[src/rtl/verifica_senha_multi.sv]
// Multi-slot password checker: searches each enabled stored password as a
// contiguous run inside the entered digit sequence, one (slot, offset) per cycle.
module verifica_senha_multi #(
    parameter int unsigned MAX_DIGITS = 12,
    parameter int unsigned MIN_LEN    = 4,
    parameter int unsigned N_SENHAS   = 2,
    parameter int unsigned IDX_W      = (N_SENHAS > 1) ? $clog2(N_SENHAS) : 1
) (
    input  logic                             clk,
    input  logic                             rst,
    input  logic                             valid_in,
    input  logic [4*MAX_DIGITS-1:0]          senha_teste,
    input  logic [4*MAX_DIGITS*N_SENHAS-1:0] senhas_reais,
    input  logic [N_SENHAS-1:0]              slot_en,
    output logic                             busy,
    output logic                             done,
    output logic                             senha_ok,
    output logic [IDX_W-1:0]                 match_idx
);

    localparam int unsigned DW = 4 * MAX_DIGITS;
    localparam int unsigned CW = $clog2(MAX_DIGITS + 1);

    typedef enum logic [1:0] {IDLE, MEASURE, SCAN, DONE} state_t;

    state_t                         r_state;
    logic [DW-1:0]                  r_teste;
    logic [DW*N_SENHAS-1:0]         r_reais;
    logic [N_SENHAS-1:0]            r_en;
    logic [CW-1:0]                  r_lt;
    logic [CW-1:0]                  r_k;
    logic [IDX_W-1:0]               r_c;

    logic [DW-1:0]                  w_slot;
    logic                           w_en;
    logic [CW-1:0]                  w_lc;
    logic                           w_valid;
    logic                           w_match;
    logic                           w_last_k;
    logic                           w_last_c;

    // Length = index of the first 4'hF terminator, or MAX_DIGITS if none.
    function automatic logic [CW-1:0] seq_len(input logic [DW-1:0] s);
        logic [CW-1:0] len;
        len = CW'(MAX_DIGITS);
        for (int i = int'(MAX_DIGITS) - 1; i >= 0; i--) begin
            if (s[4*i +: 4] == 4'hF) len = CW'(i);
        end
        return len;
    endfunction

    always_comb begin
        w_slot = r_reais[DW-1:0];
        w_en   = r_en[0];
        for (int c = 0; c < int'(N_SENHAS); c++) begin
            if (r_c == IDX_W'(c)) begin
                w_slot = r_reais[c*DW +: DW];
                w_en   = r_en[c];
            end
        end
    end

    assign w_lc     = seq_len(w_slot);
    assign w_valid  = w_en && (w_lc >= CW'(MIN_LEN)) && (w_lc <= r_lt);
    assign w_last_k = (r_k == (r_lt - w_lc));
    assign w_last_c = (r_c == IDX_W'(N_SENHAS - 1));

    // Stored digits 0..Lc-1 against entered digits k..k+Lc-1.
    always_comb begin
        int unsigned j;
        w_match = 1'b1;
        j       = 0;
        for (int unsigned i = 0; i < MAX_DIGITS; i++) begin
            if (CW'(i) < w_lc) begin
                j = int'(r_k) + i;
                if (j < MAX_DIGITS) begin
                    if (w_slot[4*i +: 4] != r_teste[4*j +: 4]) w_match = 1'b0;
                end else begin
                    w_match = 1'b0;
                end
            end
        end
    end

    always_ff @(posedge clk or negedge rst) begin
        if (!rst) begin
            r_state   <= IDLE;
            r_teste   <= '0;
            r_reais   <= '0;
            r_en      <= '0;
            r_lt      <= '0;
            r_k       <= '0;
            r_c       <= '0;
            busy      <= 1'b0;
            done      <= 1'b0;
            senha_ok  <= 1'b0;
            match_idx <= '0;
        end else begin
            done <= 1'b0;
            case (r_state)
                IDLE, DONE: begin
                    if (valid_in) begin
                        r_teste   <= senha_teste;
                        r_reais   <= senhas_reais;
                        r_en      <= slot_en;
                        senha_ok  <= 1'b0;
                        match_idx <= '0;
                        busy      <= 1'b1;
                        r_state   <= MEASURE;
                    end else begin
                        r_state   <= IDLE;
                    end
                end
                MEASURE: begin
                    r_lt    <= seq_len(r_teste);
                    r_c     <= '0;
                    r_k     <= '0;
                    r_state <= SCAN;
                end
                SCAN: begin
                    if (w_valid && w_match) begin
                        senha_ok  <= 1'b1;
                        match_idx <= r_c;
                        busy      <= 1'b0;
                        done      <= 1'b1;
                        r_state   <= DONE;
                    end else if (!w_valid || w_last_k) begin
                        // Slot exhausted or invalid: advance slot or give up.
                        if (w_last_c) begin
                            senha_ok  <= 1'b0;
                            match_idx <= '0;
                            busy      <= 1'b0;
                            done      <= 1'b1;
                            r_state   <= DONE;
                        end else begin
                            r_c <= IDX_W'(r_c + 1'b1);
                            r_k <= '0;
                        end
                    end else begin
                        r_k <= CW'(r_k + 1'b1);
                    end
                end
                default: r_state <= IDLE;
            endcase
        end
    end

endmodule

[config.mk]
export PLATFORM = sky130hd
export DESIGN_NAME = verifica_senha_multi
export DESIGN_NICKNAME = d
export VERILOG_FILES = /design/src/rtl/verifica_senha_multi.sv
export SDC_FILE = /design/constraint.sdc
export NUM_CORES = 1
export LEC_CHECK = 0
export ABC_AREA = 1
export BUFFER_PORTS_ARGS = -buffer_cell sky130_fd_sc_hd__clkbuf_2
export CAP_MARGIN = 15
export CORE_MARGIN = 3
export CORE_UTILIZATION = 45
export DETAILED_ROUTE_END_ITERATION = 6
export PLACE_DENSITY = 0.73
export SETUP_SLACK_MARGIN = 0.05
export SKIP_LAST_GASP = 1
export SYNTH_ARGS = -nofsm -noshare
export SYNTH_HDL_FRONTEND = slang
export SYNTH_SLANG_ARGS = --single-unit
[constraint.sdc]
create_clock -name clk -period 4.46 [get_ports clk]
set_input_delay 0.669 -clock clk [delete_from_list [all_inputs] [get_ports clk]]
set_output_delay 0.669 -clock clk [all_outputs]
set_load 0.01 [all_outputs]
# ---- After elaboration in Yosys (flattened, before gate mapping)
# Index checks and enable logic that the tools add are counted.
dict set report op_classes {
  n_eq_ne 46
  n_reduce_logical 14
  shift 12
  order_cmp 26
  n_addsub 14
  mux 89
}
# operator count
set op_table {}
lappend op_table {{$shiftx A48 B8 Y4} 11}
lappend op_table {{$eq A4 B4 Y1 const B} 24}
lappend op_table {{$mux W4} 24}
lappend op_table {{$lt A5 B4 Y1 const B} 11}
lappend op_table {{$mux W1} 52}
lappend op_table {{$mux W48} 1}
lappend op_table {{$ne A4 B4 Y1} 12}
lappend op_table {{$shiftx A48 B7 Y4} 1}
lappend op_table {{$add A4 B3 Y5 const B} 4}
lappend op_table {{$add A4 B4 Y5 const B} 4}
lappend op_table {{$lt A3 B4 Y1 const A} 4}
lappend op_table {{$lt A4 B4 Y1 const A} 4}
lappend op_table {{$add A4 B2 Y5 const B} 2}
lappend op_table {{$mux W3} 3}
lappend op_table {{$ne A3 B3 Y1 const B} 3}
lappend op_table {{$lt A1 B4 Y1 const A} 2}
lappend op_table {{$lt A2 B4 Y1 const A} 2}
lappend op_table {{$pmux W1 S2} 4}
lappend op_table {{$pmux W4 S2} 1}
lappend op_table {{$mux W2} 3}
lappend op_table {{$ne A2 B2 Y1 const B} 3}
lappend op_table {{$pmux W2 S3} 1}
lappend op_table {{$reduce_and A3 Y1} 2}
lappend op_table {{$add A4 B1 Y5 const B} 1}
lappend op_table {{other kinds (17)} 22}
dict set report word_totals {
  register_bits 161
  output_inout_bits 4
  input_bits 149
  word_cells 212
}

# ---- Longest topological paths before layout
dict set report depth {
  ltp_word 52
  depth_mapped 35
  ltp_nobuf 33
}

# ---- Worst setup path before layout
# Ideal clock, no wire load.
dict set report synth_path {
  path_type {reg2reg}
  startpoint {reg r_c}
  endpoint {reg match_idx}
  setup_ps 117
  n_path_buf 2
  t_required_ps 4343
  path_stages_with_launch 32
  synth_period_minus_slack_ps 3279
  path_slack_ps 1181
  arrival_ps 3161
  cell_sequence {dfrtp_1 buf_6 inv_4 buf_2 nand2_1 nand2_1 nand2_1 nor2_1 nand2_1 nand2_1 nand2_1 nand2_1 nand2_1 nand2_1 nand2_1 nand2_1 nand2_1 nand2_1 nand2_1 inv_1 ha_1 inv_1 fa_1 xnor2_1 xor2_1 nand4_1 nand3_1 o21ai_0 nand2_2 nand2_2 nand2_1 nand2_1}
}
dict set report synth_between {
  elab_chain_len 52
  word_cells_on_any_way 100
  classes_between {add/sub: 1; order compare: 14; eq/ne: 27; mux: 52; reduce/logical: 6}
}
# item line_no
set synth_lines {}
lappend synth_lines {{start: declaration} 32} ;# logic [IDX_W-1:0] r_c;
lappend synth_lines {{start signal: assignment} 136} ;# r_c <= IDX_W'(r_c + 1'b1);
lappend synth_lines {{$mux W48} 56} ;# if (r_c == IDX_W'(c)) begin
lappend synth_lines {{$eq A4 B4 Y1} 47} ;# if (s[4*i +: 4] == 4'hF) len = CW'(i);
lappend synth_lines {{$mux W3 (2 in a row)} 47}
lappend synth_lines {{$mux W4 (10 in a row)} 47}
lappend synth_lines {{$lt A1 B4 Y1} 74} ;# if (CW'(i) < w_lc) begin
lappend synth_lines {{$mux W1} 74}
lappend synth_lines {{$mux W1} 77} ;# if (w_slot[4*i +: 4] != r_teste[4*j +: 4]) w_match = 1'b0;
lappend synth_lines {{$mux W1} 76} ;# if (j < MAX_DIGITS) begin
lappend synth_lines {{[26 not listed]} -}
lappend synth_lines {{$mux W1} 76}
lappend synth_lines {{$mux W1} 74}
lappend synth_lines {{$mux W1} 77}
lappend synth_lines {{$mux W1} 76}
lappend synth_lines {{$mux W1} 74}
lappend synth_lines {{$logic_and A1 B1 Y1} 121} ;# if (w_valid && w_match) begin
lappend synth_lines {{$ne A3 B3 Y1 (no source line) / $mux W1 (equally long branches)} -}
lappend synth_lines {{$reduce_and A4 Y1 (no source line) / $pmux W1 S2 (equally long branches)} -}
lappend synth_lines {{end signal: assignment} 123} ;# match_idx <= r_c;
lappend synth_lines {{end: declaration} 18} ;# output logic [IDX_W-1:0] match_idx
# Parallel ways exist; a longest one is shown, timed or not.
# A chain may end at the register's enable or synchronous reset.

# ---- Final worst setup path
# Same ends and word-level chain as after synthesis.

==> reports/metrics.yaml <==
grt_util_all_layers: 0.239
cts_hold_buffers: 0
end_kind: "register"
nFillCells: 2064
worst-path-stages: 32
antenna_cells: 0
stdcell_count: 1685
cts_root_buf: "clkbuf_16"
setup_tns_ns: 0
antenna_found_initial: 0
htreeDepth: 4
cp-startpoint: "r_c"
tritoncts: "yes"
top_layer: "met4"
p_leak_nw: 5.73
drc: 0
netlist_area_sq_um: 9900
worstSetupStartpointType: "register"
ys_types: 52
fin_ws_ns: 0.680
power_density_nw_per_um2: 850
cpPeakStageDelay_ns: 0.42
dr.pass1.iters: 6
fp.dieW_microns: 154
status: "completed"
syn_inst: 1271
yosysWarningCount: 0
setup_viol: 0
hold_path.class: "input port to async pin"
die_h_microns: 154
crit_top_cell: "nand2_1"
cts_sinks: 161
rr_startpoint: "r_c"
met3_length_microns: 1650
wire_per_inst_microns: 16.9
cp_num_buf_inv: 4
wl_met1_microns: 12400
grt_max_degree: 111
route.met2.wl_microns: 13600
yosys-top-cells-area: "dfrtp_1, nand2_1, mux2_2, nand3_1, nor2_1"
critPathCapture: "match_idx"
relSlewSlack: 0.330
hold_viol: 0
grt_pass1_wl_microns: 45600
worstSetupPathType: "register to register"
finalWirelength_microns: 28400
fmax_mhz: 265
drv_cap: 0
dp_slack_ns: 0.731
via_per_inst: 5.33
first_iter_violations: 787
synth-async-reset-ratio: 1.00
ys.flop_type: "dfrtp_1"
r2r_cells: 32
worst_slew_pin_slew_ns: 0.994
finalMaxSlewViolations: 0
synth_top_area_cell: "dfrtp_1"
synth_top_area_share: 0.407
cts_resized: 0
final_nets: 1561
synth_edf_count: 0
dieArea_sq_um: 23800
synth_area_per_cell_sq_um: 7.79
cp_slowest_cell: "dfrtp_2"
hpwl_microns: 21700
ff2ff_setup_slack_ns: 0.68
clock_latency_ns: 0.45
route.vias.total: 8983
worst_ep_arrival_time_ns: 4.12
clk_path_buf_depth: 2
skew_ns: 0.0118
port_buffers: 152
rows: 53
cts_setup_buffers: 0
min_period_ns: 3.78
crit_path_max_fanout: 61
synthesis.nets: 1435
reg2reg_to: "match_idx"
finalCritPeriodShare: 0.847
synth-seq-area-share: 0.407
first_global_vias: 8823
cts_made_buffers: 17
critPathRequiredTime_ns: 4.80
synth_seq_cells: 161
grt_overflow_total: 0
rsz0062_at_grt: "false"
gp_congestion: 0.996
multi_input_area_sq_um: 5170
seq_area_sq_um: 4030
syn_to_final_growth_pct: 16.4
cpLargestDelayFamily: "simple AND/OR/NAND/NOR gates"
drive_gt1_frac: 0.228
finalCoreUtilization: 0.540
initial_core_util: 0.464
ant_nets: 0
ir_worst_vdd_uv: 426
ios: 153
cts.clk_slew.worst_paths_ns: 0.07
core_area_sq_um: 21400
dp.cells: 1653
-- per-stage QoR --
| step | area, sq um | power (mW) | hold slack [ns] |
|---|---|---|---|
| after floorplan | 9900 | 6.71 | 0.373 |
| after global placement | 10900 | 8.05 | 0.465 |
| after detailed placement | 10900 | 8.18 | 0.467 |
| after CTS | 11500 | 9.77 | 0.279 |
| after global routing | 11500 | 10.6 | 0.307 |
| final | 11500 | 9.80 | 0.235 |
-- layout make-up --
| cell class | instances | area share |
|---|---|---|
| clock buffers | 17 | 0.0369 |
| well taps | 275 | 0.0299 |
| flip-flops and latches | 161 | 0.350 |
| repair buffers | 168 | 0.0813 |
| inverters | 107 | 0.0351 |
| multi-input cells | 942 | 0.449 |
| clock inverters | 15 | 0.0182 |
-- sequential cells by signal, indices dropped and copies added, names as in the netlist --
| name | cells |
|---|---|
| busy | 1 |
| done | 1 |
| match_idx | 1 |
| r_c | 1 |
| r_en | 2 |
| r_k | 4 |
| r_lt | 4 |
| r_reais | 96 |
| r_state | 2 |
| r_teste | 48 |
| senha_ok | 1 |
-- logic make-up (layout without fill, tap and decap cells) --
group           after synthesis  in the layout  synth area share
flops                       161            161             0.407
buf+inv                     168            307            0.0720
fa+ha+maj                    15             15            0.0197
simple gates                596            596             0.255
xor+xnor                     22             22            0.0195
compound gates              208            208             0.113
mux                         101            101             0.114
-- power by group --
group / switching [mW] / internal, mW / total [mW] / leakage (nW)
combinational: 3.46 / 2.15 / 5.61 / 3.56
clock: 0.733 / 0.820 / 1.55 / 0.308
sequential: 0.453 / 2.18 / 2.63 / 1.86
total: 4.65 / 5.15 / 9.80 / 5.73
-- layout by cell type (no fill, tap or decap), types with 5 or more instances in the layout --
cell       count
dfrtp_1      159
buf_4         12
mux2_2        94
or2_1          8
ha_1          14
o21ai_0       87
or2_2          6
clkbuf_2     151
nor4_1         8
nand4_1       19
mux2i_1        7
nand2_1      325
xnor2_1        8
inv_8          5
nor3_1         7
clkbuf_16     17
clkinv_8       5
o211ai_1       8
inv_1        102
nand2_2        6
o21ai_1       13
xor2_1        14
nand3_1       89
nor2_1       116
a21oi_1       80
-- synthesized netlist by cell type, types with 7 or more instances --
master    number
buf_4          7
o21ai_0       87
nand3_1       89
nor4_1         8
o211ai_1       8
ha_1          14
dfrtp_1      161
o21ai_1       13
clkbuf_1      21
mux2i_1        7
nor3_1         7
xor2_1        14
inv_1        102
a21oi_1       80
nand2_1      326
nand4_1       19
xnor2_1        8
mux2_2        94
buf_2         25
or2_1          8
nor2_1       117
-- metal layers --
metal | GRT usage | up-vias
li1 | - | 4446
met1 | 0.321 | 4164
met2 | 0.392 | 324
met3 | 0.0364 | 49
met4 | 0.0892 | 0
met5 | 0 | -
-- worst min path at each step --
stage / to / cells past startpoint
final: r_teste[3] / 1
after global routing: r_teste[3] / 1
after CTS: r_teste[11] / 1
after detailed placement: senha_ok / 2
after global placement: busy / 2
after floorplan: busy / 0
-- worst reg2reg max path, delay by kind of cell, from the launching register on --
family / cells / cell delay (ns)
buffers and inverters: 4 / 0.46
AOI/OAI and AO/OA: 5 / 0.61
adders and majority gates: 2 / 0.38
and+or+nand+nor: 21 / 1.76
DFF: 1 / 0.42
Note: power is estimated with default switching activity, not from simulation.
